## src/rtl/servo_pwm_driver.sv

```systemverilog
// servo_pwm_driver: eight-channel 50 Hz servo PWM with per-frame width slewing and a settle/busy flag.
// Define SERVO_RAMP_EN to slew widths by RAMP_STEP per frame; otherwise widths jump straight to goal.
module servo_pwm_driver #(
    parameter int unsigned FRAME_CYCLES  = 1000000,
    parameter int unsigned PW_LOW        = 50000,
    parameter int unsigned PW_HIGH       = 100000,
    parameter int unsigned RAMP_STEP     = 2500,
    parameter int unsigned SETTLE_FRAMES = 10
) (
    input  logic       clk,
    input  logic       rst,
    input  logic       enable,
    input  logic [7:0] pos,
    output logic [7:0] pwm,
    output logic       busy,
    output logic       frame_tick
);
    localparam int CW = FRAME_CYCLES > 1 ? $clog2(FRAME_CYCLES) : 1;
    localparam int SW = $clog2(SETTLE_FRAMES + 2);
    localparam logic [CW-1:0] LAST   = CW'(FRAME_CYCLES - 1);
    localparam logic [CW-1:0] LOW    = CW'(PW_LOW);
    localparam logic [CW-1:0] HIGH   = CW'(PW_HIGH);
    localparam logic [SW-1:0] SETTLE = SW'(SETTLE_FRAMES);

    logic [CW-1:0] cnt, cnt_nxt, goal, ramp;
    logic [CW-1:0] w [8];
    logic [CW-1:0] w_nxt [8];
    logic [7:0]    tgt_q, tgt_nxt, pwm_nxt;
    logic [SW-1:0] settle, settle_nxt;
    logic          live, live_nxt, step, moved;

    // live gates pulses so a re-enable only takes effect at a frame start
    always_comb begin
        step     = enable && cnt == LAST;
        cnt_nxt  = cnt == LAST ? '0 : cnt + CW'(1);
        tgt_nxt  = step ? pos : tgt_q;
        live_nxt = enable && (live || cnt == LAST);
        moved    = step && tgt_nxt != tgt_q;
        goal     = LOW;
        ramp     = LOW;
        for (int i = 0; i < 8; i++) begin
            goal = tgt_nxt[i] ? HIGH : LOW;
`ifdef SERVO_RAMP_EN
            ramp = goal > w[i] ? (32'(goal - w[i]) > RAMP_STEP ? w[i] + CW'(RAMP_STEP) : goal)
                               : (32'(w[i] - goal) > RAMP_STEP ? w[i] - CW'(RAMP_STEP) : goal);
`else
            ramp = goal;
`endif
            w_nxt[i]   = step ? ramp : w[i];
            moved      = moved || w_nxt[i] != w[i];
            pwm_nxt[i] = live_nxt && cnt_nxt < w_nxt[i];
        end
        settle_nxt = moved ? SETTLE : (step && settle != '0) ? settle - SW'(1) : settle;
    end

    always_ff @(posedge clk or posedge rst) begin
        if (rst) begin
            cnt        <= '0;
            tgt_q      <= '0;
            settle     <= '0;
            live       <= 1'b1;
            pwm        <= '0;
            busy       <= 1'b0;
            frame_tick <= 1'b0;
            for (int i = 0; i < 8; i++) w[i] <= LOW;
        end else begin
            cnt        <= cnt_nxt;
            tgt_q      <= tgt_nxt;
            settle     <= settle_nxt;
            live       <= live_nxt;
            pwm        <= pwm_nxt;
            busy       <= settle_nxt != '0;
            frame_tick <= cnt_nxt == LAST;
            for (int i = 0; i < 8; i++) w[i] <= w_nxt[i];
        end
    end
endmodule

```

## config.mk

```make
export PLATFORM = sky130hd
export DESIGN_NAME = servo_pwm_driver
export DESIGN_NICKNAME = d
export VERILOG_FILES = /design/src/rtl/servo_pwm_driver.sv
export SDC_FILE = /design/constraint.sdc
export NUM_CORES = 1
export LEC_CHECK = 0
export BUFFER_PORTS_ARGS = -buffer_cell sky130_fd_sc_hd__buf_2
export CELL_PAD_IN_SITES_DETAIL_PLACEMENT = 1
export CELL_PAD_IN_SITES_GLOBAL_PLACEMENT = 2
export CORE_MARGIN = 5
export CORE_UTILIZATION = 35
export CTS_CLUSTER_DIAMETER = 80
export DETAILED_ROUTE_END_ITERATION = 10
export GPL_ROUTABILITY_DRIVEN = 0
export PLACE_DENSITY_LB_ADDON = 0.1
export SYNTH_ARGS = -nofsm -noshare
export SYNTH_HDL_FRONTEND = slang
export SYNTH_SLANG_ARGS = --single-unit
```

## constraint.sdc

```tcl
create_clock -name clk -period 12.08 [get_ports clk]
set_clock_uncertainty 0.1 [all_clocks]
set_input_delay 0.604 -clock clk [delete_from_list [all_inputs] [get_ports clk]]
set_output_delay 0.604 -clock clk [all_outputs]
set_load 0.03 [all_outputs]
```

Word level (Yosys, flattened, before mapping)

Cells that the tools add are included.
W data, S select, Z words.

Add/subtract/negate cells: 2
Multipliers: 0
Divide/modulo/power cells: 0
$lt $le $gt $ge: 8
Equal/unequal tests: 11
Shift operators: 0
Mux-type cells: 20
Bitwise operators: 0
Reduce and logical (&&, ||, !) cells: 23

Operators by type and width:

| cell                    | count |
|---|---|
| $mux W20                | 9 |
| $lt A20 B20 Y1          | 8 |
| $ne A20 B20 Y1          | 8 |
| $mux W17                | 8 |
| $eq A20 B20 Y1 const B  | 2 |
| $add A20 B1 Y20 const B | 1 |
| $logic_and A1 B1 Y1     | 12 |
| $logic_or A1 B1 Y1      | 9 |
| $mux W4                 | 2 |
| $mux W8                 | 1 |
| $ne A8 B8 Y1            | 1 |
| $reduce_bool A4 Y1      | 2 |
| $sub A4 B1 Y4 const B   | 1 |

Flip-flop bits (word level): 203
Bits in latches: 0
RAM bits: 0
Bits in read-only memories: 0
Output and inout bits: 10
Word-level logic and storage cells: 79
Memories: 0

Depth between registers and ports, before layout

Depth after elaboration: 16
Depth in mapped cells: 19
Mapped depth without buffers: 16

Least setup slack after synthesis

Ideal clock, no wire load.

Kind: flip-flop to flip-flop
From: register cnt[7]
To: register pwm[4]
Data arrival time: 3.612 ns
Setup slack: 8.286 ns
Cell stages (with the launch flop): 16
Buffers on the path: 2
Clock period less this slack: 3.794 ns
Cell sequence: dfrtp_1 -> or4_4 -> nor4_4 -> nand3_1 -> clkbuf_1 -> clkbuf_1 -> a21o_1 -> inv_1 -> ha_1 -> a21o_1 -> a21o_1 -> a21o_1 -> a21o_1 -> a21o_1 -> a211o_1 -> a31oi_1

RTL lines:

| what                   | RTL line | RTL |
|---|---|---|
| from (decl)            | 25       | `logic [CW-1:0] cnt, cnt_nxt, goal, ramp;` |
| from (signal assigned) | 67       | `cnt <= cnt_nxt;` |
| to (signal assigned)   | 71       | `pwm <= pwm_nxt;` |
| to (decl)              | 14       | `output logic [7:0] pwm,` |

Final worst setup path

From: register cnt[0]
To: register pwm[4]

Word-level cells in the longest chain between the ends: 7
Elaborated cells between the ends (all ways): 11
Those cells by class: add/sub (1); order compare (1); eq/ne (1); mux (4); reduce/logical (4)

RTL lines:

| what                                                    | RTL line | RTL |
|---|---|---|
| branches (longest 6 deep; another with $add A20 B1 Y20) | n/a      |  |
| $logic_and A1 B1 Y1 *                                   | 51       | `pwm_nxt[i] = live_nxt && cnt_nxt < w_nxt[i];` |
| via pwm_nxt[4]                                          | 28       | `logic [7:0] tgt_q, tgt_nxt, pwm_nxt;` |

Mark *: on every way through the listed nets, which the timed path passes.

==> summary.txt <==
Measured slew at the worst slew-check pin -> 1.232 ns
Most used cell along the critical path -> sky130_fd_sc_hd__a21o_1
Crit path largest cell delay -> 0.74 ns
Result of the run -> finished clean
Pre-CTS setup slack -> 7.157 ns
Most area-consuming cells after synthesis -> sky130_fd_sc_hd__dfrtp_1, sky130_fd_sc_hd__ha_1, sky130_fd_sc_hd__dfstp_2
Global Route met1 Usage -> 34.69%
Nets -> 1523
Fraction of registers with async set or reset after synthesis -> 100.0%
Area growth from synthesis to layout -> 13.41%
Setup WS post-layout -> 7.122 ns
Per-cell via count in the routed design -> 5.382
Cell with the biggest individual delay on the critical path -> sky130_fd_sc_hd__buf_4
Met3 Usage GRT -> 3.411%
Placed wire-length estimate after detailed placement -> 33380 um
Proportion of synthesized chip area in sequential cells -> 41.92%
Number of CTS-inserted buffers -> 26
Data required time of the critical path -> 12.44 ns
Post-layout min period -> 4.958 ns
Register clock-pin slew on the reported worst setup and hold paths -> 0.06 ns
Count of TritonRoute iterations in the first routing pass -> 4
Register bit total from synthesis -> 203
Antenna-violating nets left -> 0
Library cell occupying the most area in the post-synthesis netlist -> sky130_fd_sc_hd__dfrtp_1
Std-Cell Rows -> 68
Share of final-layout standard cells stronger than drive strength 1 -> 11.26%
Remaining max-slew budget at the tightest pin -> 17.59%
RR Startpoint -> cnt[0]$_DFF_PP0_
Latest clock arrival within the worst-skew pair -> 0.55 ns
Number of cell instances on the worst register-to-register path -> 16
Total global routing track utilization -> 22.77%
Via count of the first global-routing pass -> 10200
Setup repair after global routing missed its margin -> no
Post-cts gate resize count -> 0
Average wire per standard cell -> 24.10 um
Remaining Overflow, GRT -> 0
Die outline area -> 38890 um^2
Global Route met2 Usage -> 34.23%
Final cycle utilization of the critical path -> 41.04%
Number of top-level pins -> 21
Synth Area per Inst -> 9.334 um^2
Kind of cell with the highest combined delay on the critical path -> compound AO/OA/AOI/OAI gates
TritonCTS clock tree -> done
Setup_tns -> 0 ns
Number of endpoints with negative hold slack in the final report -> 0
Detailed-route DRC error count -> 0
Post-CTS setup repair buffer count -> 0
Maximum buffer depth of the clock tree -> 3
Initial Util -> 35.51%
Leakage power figure -> 7.514 nW
Maximum number of pins on one net before global-route repair -> 98
Max H-tree Level -> 1
Post-synth net total -> 1479
Wire length of the first global-routing pass -> 66960 um
Maximum fanout encountered on the critical timing path -> 71
Final-report max-slew violation count -> 0
Max-capacitance violation count -> 0
CP Launch Type -> flip-flop
Area of the placeable core -> 34540 um^2
Endpoint of the lowest-slack register-to-register path -> pwm[4]$_DFF_PP0_
Final setup violating endpoints -> 0
Reg2reg setup slack -> 7.12 ns
X dimension of the die -> 197.2 um
Peak VDD IR -> 91.46 uV
P per Cell Area -> 108.4 nW/um^2
CP cell instances -> ha_1 > and3_1 > and4_1 > nand2_4 > buf_4 > buf_4 > nand2_1 > ha_1 > a21o_1 > a21o_1 > a21o_1 > a21o_1 > a21o_1 > a21o_1 > a211o_1 > a31oi_1
CTS root buf -> sky130_fd_sc_hd__clkbuf_16
Routed wire length -> 44200 um
Path type of the worst min-delay path -> input pin to asynchronous set/reset pin
Number of warnings issued by yosys -> 0
Most congested layer reported by global routing -> met1
Share of the synthesized area in the top cell type -> 31.42%
Critical setup path kind -> flip-flop to flip-flop
Via Count -> 9870
Number of antenna violations at the first check in global routing -> 2
Number of port buffers -> 20
Cts-stage hold buffer count -> 0
Post-synthesis instance area -> 12270 um^2
Iteration-0 DRC Markers -> 576
Critical path arrival -> 5.32 ns
Overall die height -> 197.2 um
Max Clk Rate -> 201.7 MHz
Clock tree sinks -> 203
Synth unique cells -> 72
Synthesized instance count -> 1314
Buf+Inv Stages, Crit Path -> 2
Worst setup EP type -> flip-flop
Number of flops mapped to enable cells by yosys -> 0
Top flip-flop cell by instance count after synthesis -> sky130_fd_sc_hd__dfrtp_1
## cell type report
type | instances | area (um^2)
Fill cell | 4059 | 20630
Multi-Input combinational cell | 898 | 6337
Antenna cell | 2 | 5.005
Timing Repair Buffer | 46 | 295.3
Tap cell | 455 | 569.3
Inverter | 183 | 694.4
Clock inverter | 6 | 80.08
Clock buffer | 41 | 788.3
Sequential cell | 203 | 5141
## synth_stat cells (all sizes together) (5+ instances only)
| cell type | instances |
|---|---|
| a21o | 83 |
| or4 | 9 |
| buf | 6 |
| clkbuf | 24 |
| dfrtp | 154 |
| nand2 | 187 |
| and3 | 11 |
| nand3 | 26 |
| o22ai | 10 |
| o21a | 5 |
| nand2b | 19 |
| xnor2 | 9 |
| a2111oi | 6 |
| nor3 | 19 |
| nor4bb | 7 |
| inv | 183 |
| a31oi | 6 |
| nand4 | 47 |
| nand4b | 7 |
| o21ai | 46 |
| nor4 | 27 |
| nor4b | 21 |
| nor2 | 59 |
| a21oi | 43 |
| nor2b | 6 |
| ha | 154 |
| xor2 | 15 |
| and4 | 5 |
| a21boi | 8 |
| dfstp | 49 |
| and2 | 7 |
## layout by cell type (no fill, tap or decap), types with 7 or more instances in the layout
cell type	instances
sky130_fd_sc_hd__inv_1	182
sky130_fd_sc_hd__nor2_1	59
sky130_fd_sc_hd__a21o_1	83
sky130_fd_sc_hd__nor4_1	26
sky130_fd_sc_hd__buf_4	26
sky130_fd_sc_hd__nor3_1	19
sky130_fd_sc_hd__clkbuf_1	8
sky130_fd_sc_hd__nand4b_1	7
sky130_fd_sc_hd__or4_1	7
sky130_fd_sc_hd__a21oi_1	43
sky130_fd_sc_hd__clkbuf_16	27
sky130_fd_sc_hd__and2_1	7
sky130_fd_sc_hd__and3_1	10
sky130_fd_sc_hd__ha_1	154
sky130_fd_sc_hd__nor4b_1	20
sky130_fd_sc_hd__nand2_1	186
sky130_fd_sc_hd__o22ai_1	9
sky130_fd_sc_hd__dfrtp_1	154
sky130_fd_sc_hd__nand2b_1	19
sky130_fd_sc_hd__o21ai_0	40
sky130_fd_sc_hd__xnor2_1	9
sky130_fd_sc_hd__buf_2	20
sky130_fd_sc_hd__nand3_1	26
sky130_fd_sc_hd__nor4bb_1	7
sky130_fd_sc_hd__xor2_1	14
sky130_fd_sc_hd__a21boi_0	8
sky130_fd_sc_hd__dfstp_2	49
sky130_fd_sc_hd__nand4_1	46
## where the power goes
group	internal [mW]	switching, mW	leakage, nW	total [mW]
Clock	0.487	0.315	0.429	0.802
Sequential	0.681	0	2.63	0.681
Combinational	0.00372	0.0218	4.46	0.0255
## cell families (layout without fill, tap and decap cells)
logic type,count (synthesis),after routing,share of synthesized area (%)
xor+xnor,24,24,1.714
compound gates,240,240,13.22
flops,203,203,41.92
other cells,0,2,0
buf+inv,213,276,6.569
mux,7,7,0.6019
simple gates,473,473,20.27
fa+ha+maj,154,154,15.71
## stage by stage
stage / hold WS, ns / utilization [%] / power (mW) / cell area, um^2 / instances
global placement: 0.3694 / 37.74 / 0.7197 / 13040 / 1785
finish: 0.08681 / 40.27 / 1.508 / 13910 / 1834
CTS: 0.08656 / 40.26 / 1.535 / 13910 / 1832
detailed placement: 0.3778 / 37.74 / 0.7195 / 13040 / 1785
floorplan: 0.3556 / - / 0.7074 / 12270 / 1314
global route: 0.1394 / 40.26 / 1.563 / 13910 / 1833
## routing by layer
layer / wire length (um) / share of wire (%)
met1: 22520 / 51
met2: 19060 / 43
met3: 1677 / 3.8
met4: 941 / 2.1
met5: 0 / 0
## worst max-delay path by stage
stage | startpoint | cells after the start | end
2_1_floorplan | rst | 1 | busy$_DFF_PP0_
3_3_place_gp | cnt[0]$_DFF_PP0_ | 16 | pwm[4]$_DFF_PP0_
3_5_place_dp | cnt[0]$_DFF_PP0_ | 16 | pwm[4]$_DFF_PP0_
4_1_cts | cnt[0]$_DFF_PP0_ | 16 | pwm[4]$_DFF_PP0_
5_1_grt | cnt[0]$_DFF_PP0_ | 18 | pwm[2]$_DFF_PP0_
6_report | cnt[0]$_DFF_PP0_ | 16 | pwm[4]$_DFF_PP0_
## registers in the layout, summed over array words and instances (netlist names)
signal,cells
busy,1
cnt,20
frame_tick,1
live,1
pwm,8
settle,4
tgt_q,8
w,160
Power figures use the tool's default switching activity.
